**src/rtl/hazard_pkg.sv**
```systemverilog
// Shared constants for the Tuse/Tnew hazard scoreboard:
// default widths, stage indices, class Tuse/Tnew values.
package hazard_pkg;

  localparam int REG_AW_D = 5;
  localparam int STAGES_D = 3;
  localparam int TW_D     = 2;

  localparam int STG_E = 1;
  localparam int STG_M = 2;
  localparam int STG_W = 3;

  localparam logic [TW_D-1:0] TNEW_ALU  = 2'd1;
  localparam logic [TW_D-1:0] TNEW_LOAD = 2'd2;
  localparam logic [TW_D-1:0] TNEW_LINK = 2'd0;

  localparam logic [TW_D-1:0] TUSE_BRANCH   = 2'd0;
  localparam logic [TW_D-1:0] TUSE_JR       = 2'd0;
  localparam logic [TW_D-1:0] TUSE_ALU      = 2'd1;
  localparam logic [TW_D-1:0] TUSE_STORE_RT = 2'd2;

  localparam int SEL_RF = 0;

endpackage

```
**src/rtl/hazard_scoreboard_if.sv**
```systemverilog
// Decode-side bundle: operand/destination info in,
// stall and forward selects out.
interface hazard_scoreboard_if #(
  parameter int REG_AW = 5,
  parameter int TW     = 2,
  parameter int SELW   = 2
);
  logic              id_valid;
  logic [REG_AW-1:0] id_rs;
  logic [REG_AW-1:0] id_rt;
  logic              id_use_rs;
  logic              id_use_rt;
  logic [TW-1:0]     id_tuse_rs;
  logic [TW-1:0]     id_tuse_rt;
  logic              id_wr_en;
  logic [REG_AW-1:0] id_dst;
  logic [TW-1:0]     id_tnew;
  logic              flush;
  logic              stall;
  logic [SELW-1:0]   fwd_rs_sel;
  logic [SELW-1:0]   fwd_rt_sel;
  logic              pend_rs;
  logic              pend_rt;

  modport master (
    output id_valid, id_rs, id_rt,
    output id_use_rs, id_use_rt,
    output id_tuse_rs, id_tuse_rt,
    output id_wr_en, id_dst, id_tnew,
    output flush,
    input  stall, fwd_rs_sel, fwd_rt_sel,
    input  pend_rs, pend_rt
  );

  modport slave (
    input  id_valid, id_rs, id_rt,
    input  id_use_rs, id_use_rt,
    input  id_tuse_rs, id_tuse_rt,
    input  id_wr_en, id_dst, id_tnew,
    input  flush,
    output stall, fwd_rs_sel, fwd_rt_sel,
    output pend_rs, pend_rt
  );
endinterface

```
**src/rtl/hazard_match.sv**
```systemverilog
// One-operand youngest-match finder plus the
// stall / forward / pending decision.
module hazard_match
  import hazard_pkg::*;
#(
  parameter int REG_AW = REG_AW_D,
  parameter int STAGES = STAGES_D,
  parameter int TW     = TW_D,
  parameter int SELW   = $clog2(STAGES + 1)
) (
  input  logic [STAGES:1]             v,
  input  logic [STAGES:1][REG_AW-1:0] dst,
  input  logic [STAGES:1][TW-1:0]     tnew,
  input  logic                        use_en,
  input  logic [REG_AW-1:0]           src,
  input  logic [TW-1:0]               tuse,
  output logic                        hz,
  output logic [SELW-1:0]             sel,
  output logic                        pend
);

  logic            hit;
  logic [SELW-1:0] k_hit;
  logic [TW-1:0]   t_hit;
  logic            live;

  // Scan oldest to youngest so the youngest hit wins.
  always_comb begin
    hit   = 1'b0;
    k_hit = '0;
    t_hit = '0;
    for (int k = STAGES; k >= 1; k--) begin
      if (v[k] && dst[k] == src) begin
        hit   = 1'b1;
        k_hit = SELW'(k);
        t_hit = tnew[k];
      end
    end
  end

  assign live = use_en && (src != '0) && hit;
  assign hz   = live && (t_hit > tuse);
  assign sel  = (live && t_hit == '0)
              ? k_hit : SELW'(SEL_RF);
  assign pend = live && !hz && (t_hit != '0);

endmodule

```
**src/rtl/hazard_scoreboard.sv**
```systemverilog
// Tuse/Tnew hazard scoreboard beside decode.
// Define HAZ_STATS_EN to add the stall_cnt counter port.
module hazard_scoreboard
  import hazard_pkg::*;
#(
  parameter int REG_AW = REG_AW_D,
  parameter int STAGES = STAGES_D,
  parameter int TW     = TW_D,
  parameter int SELW   = $clog2(STAGES + 1)
) (
  input  logic clk,
  input  logic reset_n,
  hazard_scoreboard_if.slave bus
`ifdef HAZ_STATS_EN
  ,
  output logic [31:0] stall_cnt
`endif
);

  logic [STAGES:1]             v;
  logic [STAGES:1][REG_AW-1:0] dst;
  logic [STAGES:1][TW-1:0]     tnew;
  logic                        hz_rs;
  logic                        hz_rt;
  logic                        load;

  hazard_match #(
    .REG_AW(REG_AW),
    .STAGES(STAGES),
    .TW    (TW),
    .SELW  (SELW)
  ) u_rs (
    .v     (v),
    .dst   (dst),
    .tnew  (tnew),
    .use_en(bus.id_use_rs),
    .src   (bus.id_rs),
    .tuse  (bus.id_tuse_rs),
    .hz    (hz_rs),
    .sel   (bus.fwd_rs_sel),
    .pend  (bus.pend_rs)
  );

  hazard_match #(
    .REG_AW(REG_AW),
    .STAGES(STAGES),
    .TW    (TW),
    .SELW  (SELW)
  ) u_rt (
    .v     (v),
    .dst   (dst),
    .tnew  (tnew),
    .use_en(bus.id_use_rt),
    .src   (bus.id_rt),
    .tuse  (bus.id_tuse_rt),
    .hz    (hz_rt),
    .sel   (bus.fwd_rt_sel),
    .pend  (bus.pend_rt)
  );

  assign bus.stall = bus.id_valid
                   && (hz_rs || hz_rt);

  // Only real writers of a non-zero register get tracked.
  assign load = bus.id_valid && !bus.stall
             && !bus.flush && bus.id_wr_en
             && (bus.id_dst != '0);

  always_ff @(posedge clk or negedge reset_n) begin
    if (!reset_n) begin
      v    <= '0;
      dst  <= '0;
      tnew <= '0;
    end else begin
      v[1]    <= load;
      dst[1]  <= load ? bus.id_dst  : '0;
      tnew[1] <= load ? bus.id_tnew : '0;
      for (int k = 2; k <= STAGES; k++) begin
        v[k]    <= v[k-1];
        dst[k]  <= dst[k-1];
        tnew[k] <= (tnew[k-1] == '0)
                 ? '0 : tnew[k-1] - TW'(1);
      end
    end
  end

`ifdef HAZ_STATS_EN
  always_ff @(posedge clk or negedge reset_n) begin
    if (!reset_n)
      stall_cnt <= '0;
    else if (bus.stall)
      stall_cnt <= stall_cnt + 32'd1;
  end
`endif

endmodule

```
**src/flat_wrapper.sv**
```systemverilog
// flat-port wrapper written by rule: the top's interface ports become plain ports
module hazard_scoreboard_flat import hazard_pkg::*;
#(
  parameter int REG_AW = REG_AW_D,
  parameter int STAGES = STAGES_D,
  parameter int TW     = TW_D,
  parameter int SELW   = $clog2(STAGES + 1)
)
  (clk, reset_n, bus_id_valid, bus_id_rs, bus_id_rt, bus_id_use_rs, bus_id_use_rt, bus_id_tuse_rs, bus_id_tuse_rt, bus_id_wr_en, bus_id_dst, bus_id_tnew, bus_flush, bus_stall, bus_fwd_rs_sel, bus_fwd_rt_sel, bus_pend_rs, bus_pend_rt);
  hazard_scoreboard_if #(.REG_AW(REG_AW), .TW(TW), .SELW(SELW)) bus_i ();
  input  logic clk;
  input  logic reset_n;
  input wire logic [$bits(bus_i.id_valid)-1:0] bus_id_valid;
  input wire logic [$bits(bus_i.id_rs)-1:0] bus_id_rs;
  input wire logic [$bits(bus_i.id_rt)-1:0] bus_id_rt;
  input wire logic [$bits(bus_i.id_use_rs)-1:0] bus_id_use_rs;
  input wire logic [$bits(bus_i.id_use_rt)-1:0] bus_id_use_rt;
  input wire logic [$bits(bus_i.id_tuse_rs)-1:0] bus_id_tuse_rs;
  input wire logic [$bits(bus_i.id_tuse_rt)-1:0] bus_id_tuse_rt;
  input wire logic [$bits(bus_i.id_wr_en)-1:0] bus_id_wr_en;
  input wire logic [$bits(bus_i.id_dst)-1:0] bus_id_dst;
  input wire logic [$bits(bus_i.id_tnew)-1:0] bus_id_tnew;
  input wire logic [$bits(bus_i.flush)-1:0] bus_flush;
  output wire logic [$bits(bus_i.stall)-1:0] bus_stall;
  output wire logic [$bits(bus_i.fwd_rs_sel)-1:0] bus_fwd_rs_sel;
  output wire logic [$bits(bus_i.fwd_rt_sel)-1:0] bus_fwd_rt_sel;
  output wire logic [$bits(bus_i.pend_rs)-1:0] bus_pend_rs;
  output wire logic [$bits(bus_i.pend_rt)-1:0] bus_pend_rt;
  assign bus_i.id_valid = bus_id_valid;
  assign bus_i.id_rs = bus_id_rs;
  assign bus_i.id_rt = bus_id_rt;
  assign bus_i.id_use_rs = bus_id_use_rs;
  assign bus_i.id_use_rt = bus_id_use_rt;
  assign bus_i.id_tuse_rs = bus_id_tuse_rs;
  assign bus_i.id_tuse_rt = bus_id_tuse_rt;
  assign bus_i.id_wr_en = bus_id_wr_en;
  assign bus_i.id_dst = bus_id_dst;
  assign bus_i.id_tnew = bus_id_tnew;
  assign bus_i.flush = bus_flush;
  assign bus_stall = bus_i.stall;
  assign bus_fwd_rs_sel = bus_i.fwd_rs_sel;
  assign bus_fwd_rt_sel = bus_i.fwd_rt_sel;
  assign bus_pend_rs = bus_i.pend_rs;
  assign bus_pend_rt = bus_i.pend_rt;
  hazard_scoreboard #(.REG_AW(REG_AW), .STAGES(STAGES), .TW(TW), .SELW(SELW)) u_core (.clk(clk), .reset_n(reset_n), .bus(bus_i));
endmodule
```
**config.mk**
```make
export PLATFORM = sky130hd
export DESIGN_NAME = hazard_scoreboard_flat
export DESIGN_NICKNAME = d
export VERILOG_FILES = /design/src/rtl/hazard_pkg.sv /design/src/rtl/hazard_scoreboard_if.sv /design/src/rtl/hazard_match.sv /design/src/rtl/hazard_scoreboard.sv /design/src/flat_wrapper.sv
export SDC_FILE = /design/constraint.sdc
export NUM_CORES = 1
export LEC_CHECK = 0
export CORE_ASPECT_RATIO = 0.9
export CORE_MARGIN = 5
export CORE_UTILIZATION = 50
export CTS_CLUSTER_DIAMETER = 50
export DETAILED_ROUTE_END_ITERATION = 10
export GPL_TIMING_DRIVEN = 1
export PLACE_DENSITY = 0.77
export SYNTH_ARGS = -nofsm -noshare
export SYNTH_HDL_FRONTEND = slang
export SYNTH_HIERARCHICAL = 1
export SYNTH_SLANG_ARGS = --single-unit
```
**constraint.sdc**
```tcl
create_clock -name clk -period 4.11 [get_ports clk]
set_clock_uncertainty 0.15 [all_clocks]
set_input_delay 1.0275 -clock clk [delete_from_list [all_inputs] [get_ports clk]]
set_output_delay 1.0275 -clock clk [all_outputs]
set_load 0.05 [all_outputs]
```
Word level (Yosys, flattened, before mapping)
Index checks and enable logic that the tools add are counted.
- add/sub/neg operators: 2
- equality and inequality tests: 6
- muxes and demuxes: 24
- reduce and logical (&&, ||, !) cells: 37
- $lt $le $gt $ge: 2
- operator list (kind ; number):
    2-to-1 mux 2 bit ; 17
    equality test 5 bit ; 6
    logical AND 1 bit ; 23
    nonzero test 5 bit ; 3
    logical NOT 2 bit ; 4
    2-to-1 mux 1 bit ; 6
    2-to-1 mux 5 bit ; 1
    > comparator 2 bit ; 2
    logical NOT 1 bit ; 4
    nonzero test 2 bit ; 2
    subtractor 2 x 1 -> 2 bit, second input constant ; 2
    logical OR 1 bit ; 1
- output and inout port bits: 7
- word-level logic and storage cells: 78
- register bits: 24
- input port bits: 28

Logic depth before layout (Yosys ltp)
Gate-level depths: netlist (run 1).
- depth after elaboration: 15
- gate-level depth with buffers: 12
- gate-level depth less buffers: 12

Modules after synthesis
The synthesis (run 1) kept the hierarchy.
- by module, submodules not included (module ; instances ; area each (um2) ; cells an instance ; seq. area each (um2)):
    hazard_match ; 2 ; 399.1 ; 51 ; 0.0
    hazard_scoreboard ; 1 ; 728.2 ; 42 ; 600.6

Least setup slack after synthesis (run 1)
OpenSTA, ideal clock, no wires.
- path kind: in2out
- start point: input bus_id_rs[3]
- end point: output bus_fwd_rs_sel[0]
- data required time: 2.933 ns
- stages on the path: 5
- setup slack: -0.519 ns
- arrival time: 3.452 ns
- buffers on the path: 0
- cells stage by stage: xor2_1 -> nor4_4 -> a311oi_1 -> o22a_4 -> nor4_1
- word-level cells in the longest chain between the ends: 8
- elaborated cells on any way between the ends: 21
- classes of those cells: 3 x eq/ne; 10 x mux; 8 x reduce/logical
- ends and longest elaborated chain (item ; line ; source):
    from (decl) ; flat_wrapper.sv:14 ; input wire logic [$bits(bus_i.id_rs)-1:0] bus_id_rs;
    equality test 5 bit ; hazard_match.sv:33 ; if (v[k] && dst[k] == src) begin
    logical AND 1 bit ; hazard_match.sv:33 ;
    2-to-1 mux 2 bit / 2-to-1 mux 1 bit (equally long branches) (3 in a row) ; hazard_match.sv:33 ;
    logical NOT 2 bit / logical AND 1 bit (equally long branches) ; hazard_match.sv:43, hazard_match.sv:41 ;
    logical AND 1 bit ; hazard_match.sv:43 ; assign sel = (live && t_hit == '0)
    2-to-1 mux 2 bit * ; hazard_match.sv:44 ; ? k_hit : SELW'(SEL_RF);
    to (decl) ; flat_wrapper.sv:25 ; output wire logic [$bits(bus_i.fwd_rs_sel)-1:0] bus_fwd_rs_sel;
Mark *: on every way between the ends. The rest lies on a longest branch, timed or not.

Final worst setup path (run 1)
- start point: input bus_id_rs[1]
- end point: output bus_pend_rs
- word-level cells in the longest chain between the ends: 10
- elaborated cells on any way between the ends: 21
- classes of those cells: 1 x order compare; 3 x eq/ne; 6 x mux; 11 x reduce/logical
- ends and longest elaborated chain (item ; line ; source):
    equality test 5 bit ; hazard_match.sv:33 ;
    logical AND 1 bit ; hazard_match.sv:33 ;
    2-to-1 mux 2 bit / 2-to-1 mux 1 bit (equally long branches) (3 in a row) ; hazard_match.sv:33 ;
    > comparator 2 bit / logical AND 1 bit (equally long branches) ; hazard_match.sv:42, hazard_match.sv:41 ;
    logical AND 1 bit ; hazard_match.sv:42 ; assign hz = live && (t_hit > tuse);
    logical NOT 1 bit ; hazard_match.sv:45 ; assign pend = live && !hz && (t_hit != '0);
    logical AND 1 bit ; hazard_match.sv:45 ;
    logical AND 1 bit * ; hazard_match.sv:45 ;
    to (decl) ; flat_wrapper.sv:27 ; output wire logic [$bits(bus_i.pend_rs)-1:0] bus_pend_rs;
Marks and branches as above.

==> results of run 1 <==
==> synth_stat cells <==
| library cell | number |
|---|---|
| o22a_4 | 2 |
| and2_1 | 6 |
| or2_2 | 2 |
| a31oi_2 | 2 |
| nor2b_1 | 5 |
| or4_2 | 2 |
| nor2_1 | 8 |
| nor2_4 | 1 |
| a2bb2o_2 | 2 |
| nand2_1 | 6 |
| nand4_1 | 6 |
| nor4_1 | 4 |
| nor3b_1 | 2 |
| xnor2_1 | 22 |
| o311a_1 | 2 |
| nand3_1 | 4 |
| and4b_1 | 1 |
| nor4_4 | 2 |
| nand4b_1 | 1 |
| o21ai_0 | 4 |
| a311o_1 | 2 |
| xor2_1 | 8 |
| o31a_1 | 2 |
| nor3_1 | 2 |
| o31ai_1 | 2 |
| and2_2 | 1 |
| o21a_1 | 4 |
| and3_1 | 4 |
| a311oi_1 | 2 |
| ha_1 | 4 |
| inv_1 | 4 |
| or4_4 | 1 |
| dfrtp_1 | 24 |
==> worst max-delay path, stage by stage <==
cell and delay [ps]:
buf_6 110, xor2_2 210, nor4_4 60, buf_4 150, a311o_1 380, a31oi_4 240
ha_4 230, nor2b_2 150, o21ai_2 180, o311a_1 220, o21a_2 160, buf_12 130
==> cell type report <==
cell class / instances / share of cell area
clock buffers: 3 / 0.00909
repair buffers: 59 / 0.238
flip-flops and latches: 24 / 0.242
well taps: 42 / 0.0212
clock inverters: 1 / 0.0121
inverters: 4 / 0.00606
multi-input cells: 116 / 0.471
==> metrics by stage <==
stage / cells / setup TNS, ps / setup slack (ps) / hold slack [ps] / area, um2
after CTS: 248 / -621 / -219 / 260 / 2400
after global routing: 249 / -1400 / -406 / 291 / 2480
final: 249 / -837 / -315 / 270 / 2480
after global placement: 240 / -4720 / -845 / 241 / 2140
after floorplan: 144 / -2130 / -519 / 224 / 1540
after detailed placement: 240 / -5740 / -907 / 247 / 2140
==> logic make-up (layout without fill, tap and decap cells) <==
logic type | count (synthesis) | after routing | share of synthesized area
AND/OR/NAND/NOR | 58 | 58 | 0.246
XOR/XNOR | 30 | 30 | 0.172
AO/OA/AOI/OAI | 24 | 24 | 0.146
flip-flops | 24 | 24 | 0.393
adder cells (fa/ha/maj) | 4 | 4 | 0.0328
buffers and inverters | 4 | 67 | 0.00983
==> power by group <==
| part | leakage (nW) | switching [mW] | internal (mW) |
|---|---|---|---|
| Clock | 0.0279 | 0.0738 | 0.0985 |
| Sequential | 0.329 | 0.0102 | 0.242 |
| Combinational | 0.663 | 0.0497 | 0.0605 |
==> layer usage <==
layer,up-vias,share of wire
met1,732,0.37
met4,0,0.046
met3,25,0.052
met2,67,0.54
met5,-,0
li1,650,-
==> worst paths after layout <==
path / startpoint / endpoint / slack, ps / depth (start not counted)
setup / recovery: bus_id_rs[1] / bus_pend_rs / -310 / 12
hold / removal: u_core/v[1]$_DFF_PN0_ / u_core/v[2]$_DFF_PN0_ / 270 / 0
setup reg to reg: u_core/dst[5]$_DFF_PN0_ / u_core/tnew[1]$_DFF_PN0_ / 910 / 13
hold reg to reg: u_core/v[1]$_DFF_PN0_ / u_core/v[2]$_DFF_PN0_ / 270 / 0
max in group asynchronous: reset_n / u_core/dst[7]$_DFF_PN0_ / 2050 / 1
min in group asynchronous: reset_n / u_core/dst[10]$_DFF_PN0_ / 1110 / 1
==> sequential cells by signal, indices dropped and copies added, names as in the netlist <==
signal	count
u_core/dst	15
u_core/tnew	6
u_core/v	3
==> timing repair <==
action,CTS,global route
gates cloned,0,0
setup endpoints to repair,7,7
hold endpoints to repair,0,0
resized for setup,80,15
pin swaps,28,14
buffers inserted,4,1
==> flow_results.org, run 1 <==
** Status
- Outcome :: finished with violations
- The checks that failed: setup timing.

** Setup path
- Data arrives at the worst endpoint at 3250 ps.
- Crit Path Category :: primary input to output port
- The worst setup path is captured at an output port.
- Required @ worst endpoint :: 2930 ps
- The worst setup path is launched from a primary input.
- Max Fanout on Critical Path :: 4

** Clocking
- CTS built an H-tree with a depth of 1.
- Sinks on the clock net :: 24
- Clock-pin slew was measured on the worst setup and hold paths at 150 ps.
- The tree is rooted in a clkbuf_4.
- Worst skew pair latency :: 320 ps
- Hold Buf Count CTS :: 0
- Counting the buffers created by CTS gives 3.
- TritonCTS built the clock tree.
- Buffer levels on the longest clock path :: 2

** Yosys
- Number of distinct library cell variants in the gate-level netlist after synthesis :: 33
- Share of the yosys chip area belonging to registers :: 0.393
- Dividing the synthesized area by the synthesized cell count gives 10.6 um2.
- Mapped Cells :: 144
- Yosys printed 6 warnings.
- Mapped Area :: 1530 um2
- Synthesis produced a netlist with a net count of 176.
- Top post-synthesis cells by area :: dfrtp_1 (39%), xnor2_1 (13%), xor2_1 (4.6%), ha_1 (3.3%), nor4_4 (2.8%)
- Of the post-synthesis cell area, the dominant cell type holds 0.393.
- In this run, synthesis produced a sequential element count of 24.
- Summed over all instances, the cell type with the most area after synthesis is dfrtp_1.

** Global routing
- For met2 alone, demand over resource in global routing was 0.397.
- Number of global-route vias before repair :: 1587
- Across every metal layer, demand over resource in global routing totals 0.230.
- Grt peak-use layer :: met2
- The total overflow left after global routing is 0.
- The initial antenna violation count is 0.
- Entering global routing, the biggest net connects 25 pins.
- For met1 alone, demand over resource in global routing was 0.282.
- For this run, global-route usage on met3 was measured as 0.0252.
- The first global-routing pass estimated 7.56 mm of wire.

** Pwr
- In this run the power density over the cells is 216 nW/um2.
- In this run the static leakage power is 1.02 nW.
- Across the VDD grid, the largest voltage drop is 0.170 mV.
- Total power for the finished layout comes to 0.535 mW.

** STA
- For the pin with the worst max-slew slack, the measured transition is 1060 ps.
- Final critical-path setup slack :: -315 ps
- Number of endpoints with negative hold slack in the final report :: 0
- In this run the tightest slew margin relative to its limit is 0.291.
- Crit share post-route :: 1.08
- Based on the critical path, the design can be clocked at up to 0.226 GHz.
- Final setup violation count :: 3
- The number of slew-limit violations in the final report was 0.
- Setup repair after global routing could not meet its margin everywhere.
- Period minus WS final :: 4420 ps

** Cells and area
- Fraction of layout instances using a drive strength above 1 :: 0.444
- The net count of the finished layout is 240.
- Most frequent cells in the layout :: buf_4 (25), dfrtp_1 (24), clkdlybuf4s50_1 (17)
- Count of fill cells added during filler insertion :: 164
- Registers take 601 um2.
- Area growth from synthesis to layout :: 62.4%
- Leaving out fill and tap cells, the most frequent cell in the layout is buf_4.
- Post-layout util :: 0.827
- The number of antenna diodes in the final layout is 0.
- Multi-input combinational cell area :: 1170 um2

** Routing
- Detailed routing inserted a total of 1474 vias.
- The routed design has 4.91 mm of wire.
- Total iterations of the first detailed-routing run :: 4
- In the routed layout, each cell is associated on average with a via count of 5.92.
- Iteration-0 DRC count of the detailed router :: 78
- After detailed routing, the number of remaining DRC violations is 0.
- Detail Route Antenna Nets :: 0
- Post-detailed-route wirelength per cell :: 19.7 um

** Floorplanning
- Measured along the x axis, the die boundary spans 68.2 um.
- The total area inside the core boundary comes to 3000 um2.
- Site row count :: 19
- Die Height :: 62.4 um
- Die ar. :: 4260 um2
- Initial cell density of the core :: 0.510
- Pin placement for this block handled 35 I/O pins.

** Place
- HPWL reported at the end of detailed placement :: 3.12 mm
- Buffers placed on the I/O ports in this run total 34.
- Routability-driven placement finished with a final weighted congestion of 0.889.

** Run
- Max Cap Viol :: 0

** Min path
- Hold crit path type :: register to register
(Power assumes the default switching activity.)
==> run 2, diff against run 1 <==
--- a/config.mk
+++ b/config.mk
@@ -7,11 +7,12 @@
 export LEC_CHECK = 0
 export CORE_ASPECT_RATIO = 0.9
 export CORE_MARGIN = 5
-export CORE_UTILIZATION = 50
+export CORE_UTILIZATION = 52
+export CTS_BUF_LIST = sky130_fd_sc_hd__clkbuf_8
 export CTS_CLUSTER_DIAMETER = 50
 export DETAILED_ROUTE_END_ITERATION = 10
 export GPL_TIMING_DRIVEN = 1
-export PLACE_DENSITY = 0.77
+export PLACE_DENSITY = 0.79
 export SYNTH_ARGS = -nofsm -noshare
 export SYNTH_HDL_FRONTEND = slang
 export SYNTH_HIERARCHICAL = 1
==> run 2 against run 1 <==
  * The run still ends with setup timing left
  * Maximum frequency decreased by 2.1%
  * Sequential share of layout area decreased by 0.49 points
  * Largest cell class unchanged
  * Critical path depth decreased by 1
  * Core utilization increased by 7.8 points
  * Worst setup slack got worse by 95 ps
  * Flip-flop and latch count unchanged
  * Register-to-register slack about the same
  * Hold slack improved by 19 ps
  * Design area increased by 2.1%
  * Critical path type unchanged
  * Non-clock buffer count increased by 2
  * Die area decreased by 3.3%
==> flow_results.org, run 2 (synthesis results as in run 1) <==
** Pwr
- Sw Share :: 0.248 (-0.00242)
- Internal power :: 0.435 mW (+8.5%)
- The combinational power share is 0.206 (about the same).
- Power per cell area :: 229 nW/um2 (+6.0%)
- Part of the total power dissipated in sequential elements :: 0.436 (-0.035)
- Pleak :: 1.05 nW (+2.9%)
- Clock share of power :: 0.357 (+0.035)
- The total power after layout came to 0.578 mW (+8.2%).
- Sw Pwr :: 0.143 mW (+7.1%)
- The worst IR drop on VDD is 0.230 mV (+36%).

** Cells and area
- The final core utilization came to 0.906 (+0.0784).
- Leading registers by flop count :: u_core/dst: 15 flops, u_core/tnew: 6 flops, u_core/v: 3 flops
- Most frequent cells in the layout :: buf_4 (27), dfrtp_1 (24), clkdlybuf4s50_1 (17)
- Post-layout instance count excluding filler cells :: 249 (unchanged)
- Fraction of layout instances using a drive strength above 1 :: 0.464 (+0.0197)
- Number of diodes :: 0 (unchanged)
- Nets :: 242 (+0.83%)
- The library cell used most frequently in the layout, excluding fill and tap cells, is buf_4.
- The flip-flop count of the largest register, all copies and words added was 15 (unchanged).
- Top register by number of flip-flops :: u_core/dst
- Area of all placed cells without fillers :: 2530 um2 (+2.1%)
- Area growth from synthesis to layout :: 65.7%

** Setup path
- The worst setup path is of the primary input to output port kind.
- CP arrival :: 3340 ps (+90 ps)
- Critical path launch point :: bus_id_rs[3]
- Startpoint Class :: primary input
- The maximum fanout count along the critical path is 5 (+1).
- Required @ worst endpoint :: 2930 ps (about the same)
- In this run the critical register-to-register path is launched from u_core/dst[8]$_DFF_PN0_.
- STA classifies the critical path endpoint as an output port.

** Routing
- Sum of routed wire length over all layers :: 6.05 mm (+23%)
- The post-detailed-route count of antenna-violating nets is 0 (unchanged).
- The per-cell via count in the routed design came to 6.38 (+7.7%).
- The vias after detailed routing came to 1588 (+7.7%).
- The length of the first detailed-routing pass in iterations came to 5 (+1).
- The wire length per cell was 24.3 um (+23%).
- The final routed DRC violation total was 0 (unchanged).
- Iteration-0 DRC count of the detailed router :: 186 (+140%)

** STA
- The worst slew slack as a fraction of its limit came to 0.288 (-0.00331).
- Worst slew pin tran :: 1060 ps (+4.95 ps)
- The minimum clock period was 4520 ps (+95.2 ps).
- Achievable clock frequency :: 0.221 GHz (-2.1%)
- Number of endpoints with negative hold slack in the final report :: 0 (unchanged)
- Final setup violation count :: 4 (+1)
- Final critical-path setup slack :: -410 ps (-95.2 ps)
- The summed negative setup slack over all endpoints is -1160 ps (-322 ps).
- The minimum hold slack was 289 ps (+19.4 ps).
- RSZ-0062 raised after global routing :: true
- The final critical-path share of the clock period is 1.10 (+0.0232).
- Final-report max-slew violation count :: 0 (unchanged)

** Clocking
- CTS tree :: built
- The number of H-tree levels is 1 (unchanged).
- Root Buffer Master :: clkbuf_8
- Buffer levels on the longest clock path :: 2 (unchanged)
- Worst skew pair latency :: 270 ps (-50 ps)
- The clock transition at the registers of the reported paths was 90 ps (-60 ps).
- Sinks on the clock net :: 24 (unchanged)
- The number of CTS-inserted buffers was 3 (unchanged).

** Place
- The placed cell count came to 238 (-0.83%).
- The routability-driven placement congestion ratio came to 0.880 (-0.98%).
- Placed Instance Area :: 2130 um2 (-0.12%)
- The worst setup timing slack at the placement stage is -879 ps (+28.2 ps).
- HPWL reported at the end of detailed placement :: 3.23 mm (+3.7%)
- The number of buffers added on ports came to 34 (unchanged).

** Run
- The number of violations of the max-capacitance limit was 0 (unchanged).

** Floorplanning
- The number of placement rows came to 18 (-1).
- The area of the die was 4120 um2 (-3.3%).
- The total core area came to 2790 um2 (-6.8%).
- The height of the die is 61.4 um (-1.6%).
- Initial cell density of the core :: 0.547 (+0.0370)
- Die X-Extent :: 67.1 um (-1.7%)
- The number of I/O pins came to 35 (unchanged).

** Global routing
- The sum of overflow across all layers after global routing is 0 (unchanged).
- The initial antenna violation count was 0 (unchanged).
- First-pass GRT wire length :: 7.73 mm (+2.2%)
- Number of global-route vias before repair :: 1520 (-4.2%)
- All-Layer GR Usage :: 0.258 (+0.0274)
- The maximum number of pins on one net before global-route repair came to 25 (unchanged).

** Min path
- In this run the most critical hold path is launched from u_core/v[1]$_DFF_PN0_.
- The min-delay analysis places its worst path in the category register to register.

** Status
- Outcome :: finished with violations
- Failing checks :: setup timing
-- run 2: cell type report --
| class | count | area, um2 |
|---|---|---|
| clock buffers | 3 | 41.3 |
| clock inverters | 1 | 30.0 |
| fillers | 118 | 263 |
| inverters | 4 | 15.0 |
| multi-input cells | 116 | 1170 |
| flip-flops and latches | 24 | 601 |
| well taps | 40 | 50.0 |
| repair buffers | 61 | 618 |
-- run 2: path summary, 6_finish.rpt --
| path | slack, ps | cells past startpoint | to |
|---|---|---|---|
| setup reg to reg | 910 | 14 | u_core/dst[1]$_DFF_PN0_ |
| setup / recovery | -410 | 11 | bus_pend_rs |
| max in group asynchronous | 1990 | 1 | u_core/dst[10]$_DFF_PN0_ |
| min in group asynchronous | 1180 | 1 | u_core/dst[1]$_DFF_PN0_ |
| hold / removal | 290 | 0 | u_core/v[2]$_DFF_PN0_ |
| hold reg to reg | 290 | 0 | u_core/v[2]$_DFF_PN0_ |
-- run 2: worst max-delay path, stage by stage --
cell and delay (ps):
buf_8 120, xor2_4 180, nor4_4 440, nand4_1 240, a31oi_4 260, ha_4 230, nor2b_4 140, o21ai_4 180
o311a_1 220, o21a_2 160, buf_12 130
-- run 2: power groups by stage --
stage | clock [mW] | sequential (mW) | combinational, mW
floorplan | 0 | 0.252 | 0.0380
global placement | 0 | 0.254 | 0.0836
detailed placement | 0 | 0.254 | 0.0878
CTS | 0.210 | 0.250 | 0.0994
global route | 0.220 | 0.253 | 0.124
finish | 0.207 | 0.252 | 0.119
-- run 2: routing by layer --
metal / share of wire / GRT usage / vias to the layer above
met1: 0.35 / 0.310 / 757
met4: 0.037 / 0.0462 / 0
met2: 0.51 / 0.466 / 141
met3: 0.10 / 0.0748 / 30
li1: - / - / 660
met5: 0 / 0 / -
-- run 2: timing repair --
action / in CTS / in global routing
hold buffers: 0 / 0
setup endpoints to repair: 7 / 7
pin swaps: 27 / 16
hold endpoints to repair: 0 / 0
gates resized for setup: 77 / 27
buffers inserted: 6 / 1
==> run 3, diff against run 2 <==
--- a/config.mk
+++ b/config.mk
@@ -7,12 +7,12 @@
 export LEC_CHECK = 0
 export CORE_ASPECT_RATIO = 0.9
 export CORE_MARGIN = 5
-export CORE_UTILIZATION = 52
+export CORE_UTILIZATION = 47
 export CTS_BUF_LIST = sky130_fd_sc_hd__clkbuf_8
 export CTS_CLUSTER_DIAMETER = 50
 export DETAILED_ROUTE_END_ITERATION = 10
 export GPL_TIMING_DRIVEN = 1
-export PLACE_DENSITY = 0.79
+export PLACE_DENSITY = 0.76
 export SYNTH_ARGS = -nofsm -noshare
 export SYNTH_HDL_FRONTEND = slang
 export SYNTH_HIERARCHICAL = 1
==> constraint.sdc (replaced) <==
create_clock -name clk -period 3.7 [get_ports clk]
set_clock_uncertainty 0.15 [all_clocks]
set_input_delay 0.925 -clock clk [delete_from_list [all_inputs] [get_ports clk]]
set_output_delay 0.925 -clock clk [all_outputs]
set_load 0.05 [all_outputs]
==> run 3 against run 2 <==
  * The run still ends with setup timing left
  * Register-to-register slack got worse by 320 ps
  * Flip-flop and latch count is the same
  * Non-clock buffer count increased by 19
  * Sequential share of layout area fell by 2.2 points
==> flow_results.org, run 3 (synthesis results as in run 1) <==
** Global routing
- The sum of overflow across all layers after global routing was 0 (unchanged).
- The initial antenna violation count is 0 (unchanged).
- All-Layer GR Usage :: 0.238 (-0.0193)
- The maximum number of pins on one net before global-route repair was 25 (unchanged).
- Number of global-route vias before repair :: 1660 (+9.2%)
- First-pass GRT wire length :: 8.36 mm (+8.2%)

** Floorplanning
- The width of the chip is 70.1 um (+4.4%).
- I/O pin cnt :: 35 (unchanged)
- The total core area came to 3090 um2 (+11%).
- The area of the die is 4490 um2 (+8.9%).
- The initial core utilization is 0.494 (-0.0527).
- Site row count :: 19 (+1)
- The height of the die is 64.1 um (+4.3%).

** Cells and area
- Most frequent standard cell in the layout excluding fill and tap cells :: buf_4
- Area growth from synthesis to layout :: 82.7%
- Leading registers by flop count :: u_core/dst: 15 flops, u_core/tnew: 6 flops, u_core/v: 3 flops
- Post-layout instance count excluding filler cells :: 270 (+8.4%)
- Top register by number of flip-flops :: u_core/dst
- Most frequent cells in the layout :: buf_4 (44), dfrtp_1 (24), xnor2_1 (19)
- The total inserted antenna cells is 0 (unchanged).
- Fraction of layout instances using a drive strength above 1 :: 0.518 (+0.0534)
- Max reg flops :: 15 (unchanged)
- The total number of nets in the final design was 261 (+7.9%).

** Pwr
- The worst IR drop on VDD is 0.221 mV (-3.9%).
- Total Power Consumption :: 0.656 mW (+13%)
- Power per cell area :: 235 nW/um2 (+2.9%)
- Pleak :: 1.12 nW (+6.5%)

** STA
- The final setup slack of the worst path is -446 ps (-36.1 ps).
- The smallest clock period supported by the final layout is computed as 4150 ps.
- The final hold violation count was 0 (unchanged).
- For this run, the top clock speed supported by timing is 0.241 GHz.
- Worst slew pin tran :: 368 ps (-697 ps)
- Of the available clock period, the critical path in the final layout requires 1.12.
- Final setup violation count :: 7 (+3)
- Setup repair after global routing could not meet its margin everywhere.
- Tightest slew margin relative to the limit :: 0.752 (+0.464)
- The number of slew-limit violations in the final report came to 0 (unchanged).

** Clocking
- The number of hold-repair buffers added at the cts stage was 0 (unchanged).
- Root Buffer Master :: clkbuf_8
- H-tree depth :: 1 (unchanged)
- The number of sinks on the clock net came to 24 (unchanged).
- Clock Pin Slew Worst Setup and Hold Paths :: 90 ps (about the same)
- The deepest clock path buffer count came to 2 (unchanged).
- The number of CTS-inserted buffers is 3 (unchanged).
- TritonCTS built the clock tree.
- Worst skew pair latency :: 280 ps (about the same)

** Routing
- Total iterations of the first detailed-routing run :: 5 (unchanged)
- Detail Route Antenna Nets :: 0 (unchanged)
- Post-detailed-route wirelength per cell :: 21.3 um (-12%)
- Detail Route met3 WL :: 425 um (-31%)
- Routed length on met2 :: 2.99 mm (-3.0%)
- Topmost layer with routed signal wires :: met4
- The wire length after detailed routing is 5.75 mm (-4.9%).
- The number of DRC violations after detailed-routing iteration 0 was 95 (-49%).
- Met1 routed wirelength after detailed routing :: 2.11 mm (-0.75%)
- The per-cell via count in the routed design is 5.82 (-8.8%).
- The vias after detailed routing came to 1571 (-1.1%).
- DRC violations left :: 0 (unchanged)

** Status
- The flow ran to the end, but the final reports show violations.
- Failing checks :: setup timing

** Setup path
- R2r worst-path depth :: 15 (+1)
- The worst-case register-to-register setup slack came to 590 ps (-320 ps).
- Critical path launch point :: bus_id_rs[1]
- The required time at the worst-slack endpoint came to 2620 ps (-310 ps).
- CP arrival :: 3070 ps (-270 ps)
- Crit path to :: bus_pend_rs
- Max Fanout on Critical Path :: 3 (-2)
- The worst register-to-register path ends at u_core/dst[1]$_DFF_PN0_.
- The critical path is of the primary input to output port type.
- Startpoint Class :: primary input
- The worst register-to-register path begins at u_core/dst[9]$_DFF_PN0_.
- Crit path capture type :: output port

** Place
- The placed cell count came to 252 (+5.9%).
- HPWL reported at the end of detailed placement :: 3.31 mm (+2.2%)
- Port Buffer Count :: 34 (unchanged)
- Gp weighted congestion :: 0.924 (+4.9%)

** Min path
- Hold_sp :: u_core/v[1]$_DFF_PN0_
- Hold crit path type :: register to register

** Run
- The number of violations of the max-capacitance limit is 0 (unchanged).
[run 3: layout make-up]
class / instances / area (um2)
Fill cell: 129 / 302
Timing Repair Buffer: 80 / 767
Clock buffer: 3 / 41.3
Tap cell: 42 / 52.6
Sequential cell: 24 / 601
Inverter: 4 / 15.0
Clock inverter: 1 / 30.0
Multi-Input combinational cell: 116 / 1280
[run 3: repair_timing]
item	in CTS	in global routing
gates cloned	0	0
buffers inserted	15	3
gates resized for setup	88	22
endpoints found under the hold margin	0	0
pin swaps	35	17
endpoints found under the setup margin	15	7
[run 3: worst max-delay path: stages]
cell and delay (ps):
buf_8 100, buf_4 130, xnor2_1 140, nand4_1 170, a311o_1 340, a31oi_4 230, ha_4 230, nor2b_4 140
o21ai_4 180, o311a_1 220, o21a_4 140, buf_12 130
[run 3: per-stage QoR]
stage | setup TNS (ps) | setup slack (ps) | area [um2] | util | hold slack (ps)
after floorplan | -1120 | -179 | 1590 | - | 224
after global routing | -2750 | -543 | 2790 | 0.902 | 307
after detailed placement | -8200 | -988 | 2280 | 0.739 | 246
final | -2190 | -446 | 2790 | 0.902 | 286
after CTS | -1710 | -405 | 2650 | 0.856 | 267
after global placement | -6590 | -872 | 2280 | 0.739 | 240
[run 3: worst min-delay path by stage]
stage                                        to  depth (start not counted)
after floorplan           u_core/v[2]$_DFF_PN0_                          0
after global placement    u_core/v[2]$_DFF_PN0_                          0
after detailed placement  u_core/v[2]$_DFF_PN0_                          0
after CTS                 u_core/v[2]$_DFF_PN0_                          0
after global routing      u_core/v[2]$_DFF_PN0_                          0
final                     u_core/v[2]$_DFF_PN0_                          0
[run 3: power breakdown]
group	leakage [nW]	total, mW	switching [mW]	internal, mW
registers	0.329	0.280	0.0114	0.268
logic	0.754	0.139	0.0624	0.0767
clock network	0.0357	0.237	0.0922	0.145
total	1.12	0.656	0.166	0.490
[run 3: routing by layer]
layer / vias to the layer above / GRT usage
met5: - / 0
met4: 0 / 0.0885
met3: 24 / 0.0502
met2: 86 / 0.438
met1: 770 / 0.273
li1: 691 / -
